$ cat src/rtl/mips_ctrl_pkg.sv
// Shared encodings for the multicycle MIPS control unit and the ALU it drives.
package mips_ctrl_pkg;

    typedef enum logic [3:0] {
        S_FETCH    = 4'd0,
        S_DECODE   = 4'd1,
        S_MEMADR   = 4'd2,
        S_MEMRD    = 4'd3,
        S_MEMWB    = 4'd4,
        S_MEMWR    = 4'd5,
        S_EXECUTE  = 4'd6,
        S_ALUWB    = 4'd7,
        S_BRANCH   = 4'd8,
        S_ADDIEXEC = 4'd9,
        S_ADDIWB   = 4'd10,
        S_JUMP     = 4'd11
    } state_t;

    localparam logic [5:0] OP_LW   = 6'b100011;
    localparam logic [5:0] OP_SW   = 6'b101011;
    localparam logic [5:0] OP_RTYPE= 6'b000000;
    localparam logic [5:0] OP_BEQ  = 6'b000100;
    localparam logic [5:0] OP_ADDI = 6'b001000;
    localparam logic [5:0] OP_J    = 6'b000010;

    localparam logic [5:0] FN_ADD  = 6'b100000;
    localparam logic [5:0] FN_SUB  = 6'b100010;
    localparam logic [5:0] FN_AND  = 6'b100100;
    localparam logic [5:0] FN_OR   = 6'b100101;
    localparam logic [5:0] FN_SLT  = 6'b101010;

    typedef enum logic [1:0] {
        ALUOP_ADD   = 2'b00,
        ALUOP_SUB   = 2'b01,
        ALUOP_FUNCT = 2'b10,
        ALUOP_RSVD  = 2'b11
    } aluop_t;

    localparam logic [2:0] ALU_ADD = 3'b010;
    localparam logic [2:0] ALU_SUB = 3'b110;
    localparam logic [2:0] ALU_AND = 3'b000;
    localparam logic [2:0] ALU_OR  = 3'b001;
    localparam logic [2:0] ALU_SLT = 3'b111;

endpackage

$ cat src/rtl/mips_aludec.sv
// ALU decoder: maps the FSM's aluop and the R-type funct field to alucontrol.
module mips_aludec
    import mips_ctrl_pkg::*;
(
    input  aluop_t     aluop_i,
    input  logic [5:0] funct_i,
    output logic [2:0] alucontrol_o
);

    always_comb begin
        alucontrol_o = ALU_ADD;
        case (aluop_i)
            ALUOP_SUB: alucontrol_o = ALU_SUB;
            ALUOP_FUNCT: begin
                case (funct_i)
                    FN_ADD:  alucontrol_o = ALU_ADD;
                    FN_SUB:  alucontrol_o = ALU_SUB;
                    FN_AND:  alucontrol_o = ALU_AND;
                    FN_OR:   alucontrol_o = ALU_OR;
                    FN_SLT:  alucontrol_o = ALU_SLT;
                    default: alucontrol_o = ALU_ADD;
                endcase
            end
            default: alucontrol_o = ALU_ADD;
        endcase
    end

endmodule

$ cat src/rtl/mips_multicycle_ctrl.sv
// Moore main FSM for the multicycle MIPS datapath plus the ALU decoder instance.
module mips_multicycle_ctrl
    import mips_ctrl_pkg::*;
(
    input  logic       clk,
    input  logic       reset,
    input  logic [5:0] op,
    input  logic [5:0] funct,
    input  logic       zero,
    output logic       pcen,
    output logic       memwrite,
    output logic       irwrite,
    output logic       regwrite,
    output logic       iord,
    output logic       memtoreg,
    output logic       regdst,
    output logic       alusrca,
    output logic [1:0] alusrcb,
    output logic [1:0] pcsrc,
    output logic [2:0] alucontrol,
    output logic [3:0] state
);

    state_t state_q, state_d;
    aluop_t aluop;
    logic   pcwrite;
    logic   branch;

    // NOTE: state registers use non-blocking assignment so every flop samples pre-edge values.
    always_ff @(posedge clk) begin
        if (reset) state_q <= S_FETCH;
        else       state_q <= state_d;
    end

    // NOTE: every output gets a default first, so no path through the case leaves one unassigned (no latch).
    always_comb begin
        state_d  = S_FETCH;
        aluop    = ALUOP_ADD;
        pcwrite  = 1'b0;
        branch   = 1'b0;
        memwrite = 1'b0;
        irwrite  = 1'b0;
        regwrite = 1'b0;
        iord     = 1'b0;
        memtoreg = 1'b0;
        regdst   = 1'b0;
        alusrca  = 1'b0;
        alusrcb  = 2'b00;
        pcsrc    = 2'b00;
        case (state_q)
            S_FETCH: begin
                alusrcb = 2'b01;
                irwrite = 1'b1;
                pcwrite = 1'b1;
                state_d = S_DECODE;
            end
            S_DECODE: begin
                alusrcb = 2'b11;
                case (op)
                    OP_LW, OP_SW: state_d = S_MEMADR;
                    OP_RTYPE:     state_d = S_EXECUTE;
                    OP_BEQ:       state_d = S_BRANCH;
                    OP_ADDI:      state_d = S_ADDIEXEC;
                    OP_J:         state_d = S_JUMP;
                    default:      state_d = S_FETCH;
                endcase
            end
            S_MEMADR: begin
                alusrca = 1'b1;
                alusrcb = 2'b10;
                state_d = (op == OP_SW) ? S_MEMWR : S_MEMRD;
            end
            S_MEMRD:  begin iord = 1'b1; state_d = S_MEMWB; end
            S_MEMWB:  begin memtoreg = 1'b1; regwrite = 1'b1; end
            S_MEMWR:  begin iord = 1'b1; memwrite = 1'b1; end
            S_EXECUTE: begin
                alusrca = 1'b1;
                aluop   = ALUOP_FUNCT;
                state_d = S_ALUWB;
            end
            S_ALUWB:  begin regdst = 1'b1; regwrite = 1'b1; end
            S_BRANCH: begin
                alusrca = 1'b1;
                aluop   = ALUOP_SUB;
                pcsrc   = 2'b01;
                branch  = 1'b1;
            end
            S_ADDIEXEC: begin
                alusrca = 1'b1;
                alusrcb = 2'b10;
                state_d = S_ADDIWB;
            end
            S_ADDIWB: regwrite = 1'b1;
            S_JUMP:   begin pcsrc = 2'b10; pcwrite = 1'b1; end
            default:  state_d = S_FETCH;
        endcase

        // Reset aborts whatever is in flight: FETCH-style selects, no writes.
        if (reset) begin
            aluop    = ALUOP_ADD;
            pcwrite  = 1'b0;
            branch   = 1'b0;
            memwrite = 1'b0;
            irwrite  = 1'b0;
            regwrite = 1'b0;
            iord     = 1'b0;
            memtoreg = 1'b0;
            regdst   = 1'b0;
            alusrca  = 1'b0;
            alusrcb  = 2'b01;
            pcsrc    = 2'b00;
        end
    end

    assign pcen  = pcwrite | (branch & zero);
    assign state = state_q;

    mips_aludec u_aludec (
        .aluop_i      (aluop),
        .funct_i      (funct),
        .alucontrol_o (alucontrol)
    );

endmodule

$ cat config.mk
export PLATFORM = sky130hd
export DESIGN_NAME = mips_multicycle_ctrl
export DESIGN_NICKNAME = d
export VERILOG_FILES = /design/src/rtl/mips_ctrl_pkg.sv /design/src/rtl/mips_aludec.sv /design/src/rtl/mips_multicycle_ctrl.sv
export SDC_FILE = /design/constraint.sdc
export NUM_CORES = 1
export LEC_CHECK = 0
export BUFFER_PORTS_ARGS = -buffer_cell sky130_fd_sc_hd__buf_4
export CORE_UTILIZATION = 42
export DETAILED_ROUTE_END_ITERATION = 8
export MAX_ROUTING_LAYER = met4
export PLACE_DENSITY = 0.77
export RECOVER_POWER = 25
export SLEW_MARGIN = 20
export SYNTH_ARGS = -nofsm -noshare
export SYNTH_HDL_FRONTEND = slang
export SYNTH_SLANG_ARGS = --single-unit
$ cat constraint.sdc
create_clock -name clk -period 2.3 [get_ports clk]
set_clock_uncertainty 0.1 [all_clocks]
set_input_delay 0.23 -clock clk [delete_from_list [all_inputs] [get_ports clk]]
set_output_delay 0.23 -clock clk [all_outputs]
set_load 0.05 [all_outputs]
Word-level counts from Yosys, hierarchy flattened
Index checks and enable logic that the tools add are counted.
{"block": "word_totals", "out_inout_bits": 19, "in_bits": 15, "register_bits": 4, "word_cells": 62}
{"block": "classes", "bitwise": 2, "mux": 29, "reduce_logical": 8, "n_eq_ne": 22}
{"cell": "6-bit equality test, second input constant", "count": 6}
{"cell": "4-bit case mux with 6 select lines", "count": 1}
{"cell": "4-bit case mux with 5 select lines", "count": 1}
{"cell": "1-bit 2-to-1 mux", "count": 18}
{"cell": "4-bit by 3-bit equality test with 1-bit output, second input constant", "count": 4}
{"cell": "4-bit equality test, second input constant", "count": 4}
{"cell": "3-bit case mux with 4 select lines", "count": 1}
{"cell": "4-bit by 2-bit equality test with 1-bit output, second input constant", "count": 2}
{"cell": "2-bit case mux with 2 select lines", "count": 2}
{"cell": "2-bit OR reduction", "count": 4}
{"cell": "6-bit by 2-bit equality test with 1-bit output, second input constant", "count": 1}
{"cell": "6-bit by 3-bit equality test with 1-bit output, second input constant", "count": 1}
{"cell": "6-bit by 4-bit equality test with 1-bit output, second input constant", "count": 1}
{"cell": "6-bit zero test", "count": 1}
{"cell": "2-bit 2-to-1 mux", "count": 3}
{"cell": "2-bit case mux with 3 select lines", "count": 1}
{"cell": "3-bit case mux with 2 select lines", "count": 1}
{"cell": "4-bit by 1-bit equality test with 1-bit output, second input constant", "count": 1}
{"cell": "4-bit zero test", "count": 1}
{"cell": "4-bit OR reduction", "count": 1}
{"cell": "3-bit 2-to-1 mux", "count": 1}
{"cell": "3-bit OR reduction", "count": 1}
{"cell": "2-bit by 1-bit equality test with 1-bit output, second input constant", "count": 1}
{"cell": "2-bit equality test, second input constant", "count": 1}
{"cell": "other kinds (2)", "count": 2}

Logic depth before layout (Yosys ltp)
{"block": "logic_depth", "word_depth": 5, "depth_mapped": 7}

Modules after synthesis
Synthesis repeated with hierarchy kept, for this count alone.
{"block": "unflattened", "hier_cells": 80, "hier_area_um2": 556.8}
{"mod": "mips_multicycle_ctrl", "n_inst": 1, "seq_area_each_um2": 80.1, "area_each_um2": 437.9, "cells_per_inst": 65}
{"mod": "mips_aludec", "n_inst": 1, "seq_area_each_um2": 0.0, "area_each_um2": 118.9, "cells_per_inst": 15}

Worst setup path before layout
Ideal clock, no wire load.
{"block": "synth_path", "kind": "flip-flop to output port", "start": "register state_q[2], in the netlist state[2]", "end": "output iord", "arrival_ns": 2.572, "stages_incl_launch_ff": 4, "path_slack_ns": -0.602, "t_required_ns": 1.970, "cell_sequence": "dfxtp_1 -> buf_6 -> xnor2_1 -> nor4b_1"}
{"block": "synth_between", "elab_chain_len": 4, "elab_cells_between_ends": 5, "cone_classes": "eq/ne (2); mux (2); reduce/logical (1)"}
{"item": "start: declaration", "line": "mips_multicycle_ctrl.sv:24", "source": "state_t state_q, state_d;"}
{"item": "start signal: assignment", "line": "mips_multicycle_ctrl.sv:32", "source": "else state_q <= state_d;"}
{"item": "4-bit by 2-bit equality test with 1-bit output / 4-bit by 3-bit equality test with 1-bit output (equally long branches)", "line": "mips_multicycle_ctrl.sv:50", "source": "case (state_q)"}
{"item": "2-bit OR reduction (no source line) *"}
{"item": "1-bit 2-to-1 mux *", "line": "mips_multicycle_ctrl.sv:50"}
{"item": "1-bit 2-to-1 mux *", "line": "mips_multicycle_ctrl.sv:99", "source": "if (reset) begin"}
{"item": "end: declaration", "line": "mips_multicycle_ctrl.sv:14", "source": "output logic iord,"}
Every way passes the cells marked *; elsewhere a longest branch is shown, timed or not.

Final worst setup path
{"block": "layout_path", "start": "register state_q[0], in the netlist state[0]", "end": "output alucontrol[2]"}
{"block": "layout_between", "elab_chain_len": 5, "elab_cells_between_ends": 7, "cone_classes": "eq/ne (4); mux (3)"}
{"item": "4-bit equality test / 4-bit by 3-bit equality test with 1-bit output (equally long branches)", "line": "mips_multicycle_ctrl.sv:50"}
{"item": "2-bit case mux with 2 select lines *", "line": "mips_multicycle_ctrl.sv:50"}
{"item": "2-bit 2-to-1 mux *", "line": "mips_multicycle_ctrl.sv:99"}
{"item": "2-bit equality test / 2-bit by 1-bit equality test with 1-bit output (equally long branches)", "line": "mips_aludec.sv:12", "source": "case (aluop_i)"}
{"item": "3-bit case mux with 2 select lines *", "line": "mips_aludec.sv:12"}
{"item": "end: declaration", "line": "mips_multicycle_ctrl.sv:20", "source": "output logic [2:0] alucontrol,"}
Marks and branches as above.

==> Flow_metrics.wiki <==
{| class="wikitable"
! Metric !! Value
|-
| Slew at the pin with the worst max-slew slack || ~0.60 ns
|-
| Launch point of the worst reg-to-reg path || state[1]$_SDFF_PP0_
|-
| 1st-iter DRT viols || 19
|-
| Net load switching power || 0.104 mW
|-
| Crit path buffers/inverters || 2
|-
| Path class of the lowest-slack min-delay path || primary input to register
|-
| Total Neg Setup Slack || 0 ns
|-
| Mapped cell area || approximately 570 um^2
|-
| Floorplan die height || 38.9 um
|-
| Clock Root Buffer || clkbuf_4
|-
| Post-route non-filler standard cell count || 133
|-
| Crit path from || state[0]$_SDFF_PP0_
|-
| Post-detail-place hpwl || 1.38 mm
|-
| Worst Path Arrival || around 1.9 ns
|-
| Minimum setup slack among reg-to-reg paths || 0.84 ns
|-
| Outcome || complete, no violations
|-
| Number of buffers added on ports || 33
|-
| Inserted Diodes || 0
|-
| Peak VDD IR || 263 uV
|-
| Post-route minimum period || around 2.3 ns
|-
| Filler Cells Inserted || 83
|-
| Startpoint types || register
|-
| Area after DPL || 888 um^2
|-
| Slew HR || 60.5%
|-
| Vias || 748
|-
| Core Region || 1190 um^2
|-
| Final Cell Area || just under 1000 um^2
|-
| Final Hold Violating Endpoints || 0
|-
| Share of total power in combinational logic || 39.2%
|-
| Starting density of the core || 48.2%
|-
| Share of post-route cells with drive strength above 1 || 55.5%
|-
| Full die area || 1510 um^2
|-
| Final ANT Viol Nets || 0
|-
| Leakage component of the power || about 0.39 nW
|-
| Largest incremental delay on the critical path || 0.38 ns
|-
| X dimension of the die || about 39 um
|-
| Async SR Flop Fraction || 0%
|-
| Setup Viol. Count Final || 0
|-
| Gate Count Post-Synth || 77
|-
| Cells taking the most area after synthesis || dfxtp_1, nor2_1, nor3_1
|-
| Final routed DRC violation total || 0
|-
| Layout Area Growth over Synthesis || 71.3%
|-
| Clock tree from TritonCTS || built
|-
| Std-Cell Rows || 12
|-
| Global-route wire length before repair || slightly below 3 mm
|-
| Worst hold slack across all endpoints || between 0.15 and 0.2 ns
|-
| Achievable frequency || 440 MHz
|-
| Sequential share of power || between 20% and 30%
|-
| #FFs+latches synth || 4
|-
| Clock share of power || between 30% and 40%
|-
| Total count of max-transition violations in the final report || 0
|-
| Final Wtd Congestion || about 0.77
|-
| Number of H-tree levels || 1
|-
| Mean cell area of the mapped netlist || 7.43 um^2
|-
| Post-detailed-routing wire length || 1.91 mm
|-
| Clock latency at the later pin of the worst-skew pair || roughly 0.25 ns
|-
| Buffers from clock root to sink, at most || 2
|-
| Proportion of netlist area held by the largest area contributor || 14.0%
|-
| Sequence of cells on the critical path || or3_4 > nor2_4 > inv_2 > ha_4 > nand3b_1 > o22ai_4 > buf_6
|-
| Switching share of total power || 36.1%
|-
| Worst Path Class, Setup || register to primary output
|-
| Fin crit share || 98.8%
|-
| Crit path required time || 1.97 ns
|-
| Post-synth cell types || 40
|-
| Antenna violations before repair || 0
|-
| Total instance count after detailed placement || approximately 120
|-
| First-pass iteration count of the detailed router || 4
|-
| Number of vias per cell after detailed routing || roughly 5.6
|-
| Slowest-stage cell, CP || or3_4
|-
| R2R Path End || state[3]$_SDFF_PP0_
|-
| Number of flip-flops in the largest register || 4
|-
| Capture point of the critical path || alucontrol[2]
|-
| Sum of internal, switching and leakage power || 0.287 mW
|-
| Stages on the worst setup path || 7
|-
| Top FF cell, synth || dfxtp_1
|-
| Final routed wire length divided by cell count || between 10 and 15 um
|-
| Warnings, synthesis || 0
|-
| Worst setup margin || 0.0287 ns
|-
| Setup slack at placement || 0.102 ns
|-
| Top Family by Delay on Critical Path || simple AND/OR/NAND/NOR gates
|-
| Cell type with the largest total area after synthesis || dfxtp_1
|-
| Power density over cell area || a little under 300 nW/um^2
|-
| GR Util All Layers || 29.8%
|-
| Top fanout value on the critical path || 3
|-
| Utilization of the core after routing || between 80 and 90%
|-
| Post-CTS clock slew at the launch and capture registers of the worst setup and hold paths || 0.05 ns
|-
| Count of maximum capacitance violations || 0
|-
| Largest net degree at the start of global routing || 12
|-
| Total I/O pin count || 34
|-
| Total internal power || 0.184 mW
|-
| Post-layout nets || 137
|-
| Number of CTS-inserted buffers || 3
|-
| Synthesized net count || 94
|-
| EDFF count, synth || 0
|-
| Kind of end point of the critical path || primary output
|-
| Portion of the post-synthesis area used by sequential elements || 14.0%
|-
| Cell depth of the worst flop-to-flop path || 5
|-
| Gr ovfl total || 0
|-
| Via count of the first global-routing pass || 727
|-
| Sink count of the clock tree || 4
|-
| RSZ-0062 raised after global routing || yes
|}
==> power by group through the flow <==
| stage | combinational [mW] | clock (mW) | sequential (mW) |
|---|---|---|---|
| 6_report | 0.113 | 0.102 | 0.0722 |
| 5_1_grt | 0.119 | 0.110 | 0.0722 |
| 4_1_cts | 0.114 | 0.105 | 0.0729 |
| 3_5_place_dp | 0.104 | 0 | 0.0769 |
| 3_3_place_gp | 0.102 | 0 | 0.0764 |
| 2_1_floorplan | 0.0587 | 0 | 0.0827 |
==> synth_stat cells (all sizes together) (2+ instances only) <==
master	instances
xnor2	2
nor4b	2
buf	3
nand2	2
nor2	13
a21oi	6
a211o	2
nand2b	4
ha	2
or3	3
dfxtp	4
inv	5
nor3b	2
o21ai	2
nor3	7
==> repair_timing <==
item                       CTS  global route
setup endpoints to repair    3             2
hold buffers                 0             0
buffers inserted             5             0
pin swaps                    5             4
resized for setup            9             4
==> routing by layer <==
metal	vias up	routed length (um)	GRT usage, %
li1	361	-	-
met2	33	1070	60.4
met5	-	0	-
met1	350	746	28.0
met4	0	26	10.3
met3	4	67	3.47
==> worst register-to-register path, stage by stage, from the launching register on <==
cell and delay, ns:
dfxtp_4 0.36, clkbuf_1 0.17, nand2b_1 0.20, nor2_1 0.24, o21bai_2 0.15, a21oi_1 0.14
==> worst min path at each step <==
stage,start,endpoint,slack [ns],cells after the start
2_1_floorplan,op[2],state[3]$_SDFF_PP0_,0.28,2
3_3_place_gp,op[2],state[3]$_SDFF_PP0_,0.44,3
3_5_place_dp,op[2],state[3]$_SDFF_PP0_,0.44,3
4_1_cts,op[2],state[3]$_SDFF_PP0_,0.19,3
5_1_grt,op[2],state[3]$_SDFF_PP0_,0.20,3
6_report,op[2],state[3]$_SDFF_PP0_,0.20,3
==> logic make-up after synthesis <==
group | after synthesis | share of synthesized area (%)
flops | 4 | 14.0
fa+ha+maj | 2 | 4.38
compound gates | 17 | 22.5
simple gates | 43 | 46.6
buf+inv | 9 | 9.41
xor+xnor | 2 | 3.06
==> cell usage in the layout, fill, tap and decap left out, types with 3 or more instances in the layout <==
| cell | netlist | layout |
|---|---|---|
| buf_4 | 0 | 36 |
| a21oi_1 | 4 | 4 |
| nor3_2 | 1 | 3 |
| inv_1 | 5 | 3 |
| nor3_1 | 6 | 4 |
| clkbuf_1 | 0 | 5 |
| clkbuf_4 | 1 | 3 |
| dfxtp_4 | 0 | 3 |
| nor2_1 | 10 | 10 |
==> area by class of cell <==
type                    count  area, um^2  share of cell area (%)
inverters                   5        21.3                    2.17
well taps                  14        17.5                    1.79
repair buffers             42         312                    31.8
clock buffers               4        26.3                    2.68
multi-input cells          64         510                    52.1
flip-flops and latches      4        92.6                    9.45
(Power assumes the default switching activity.)
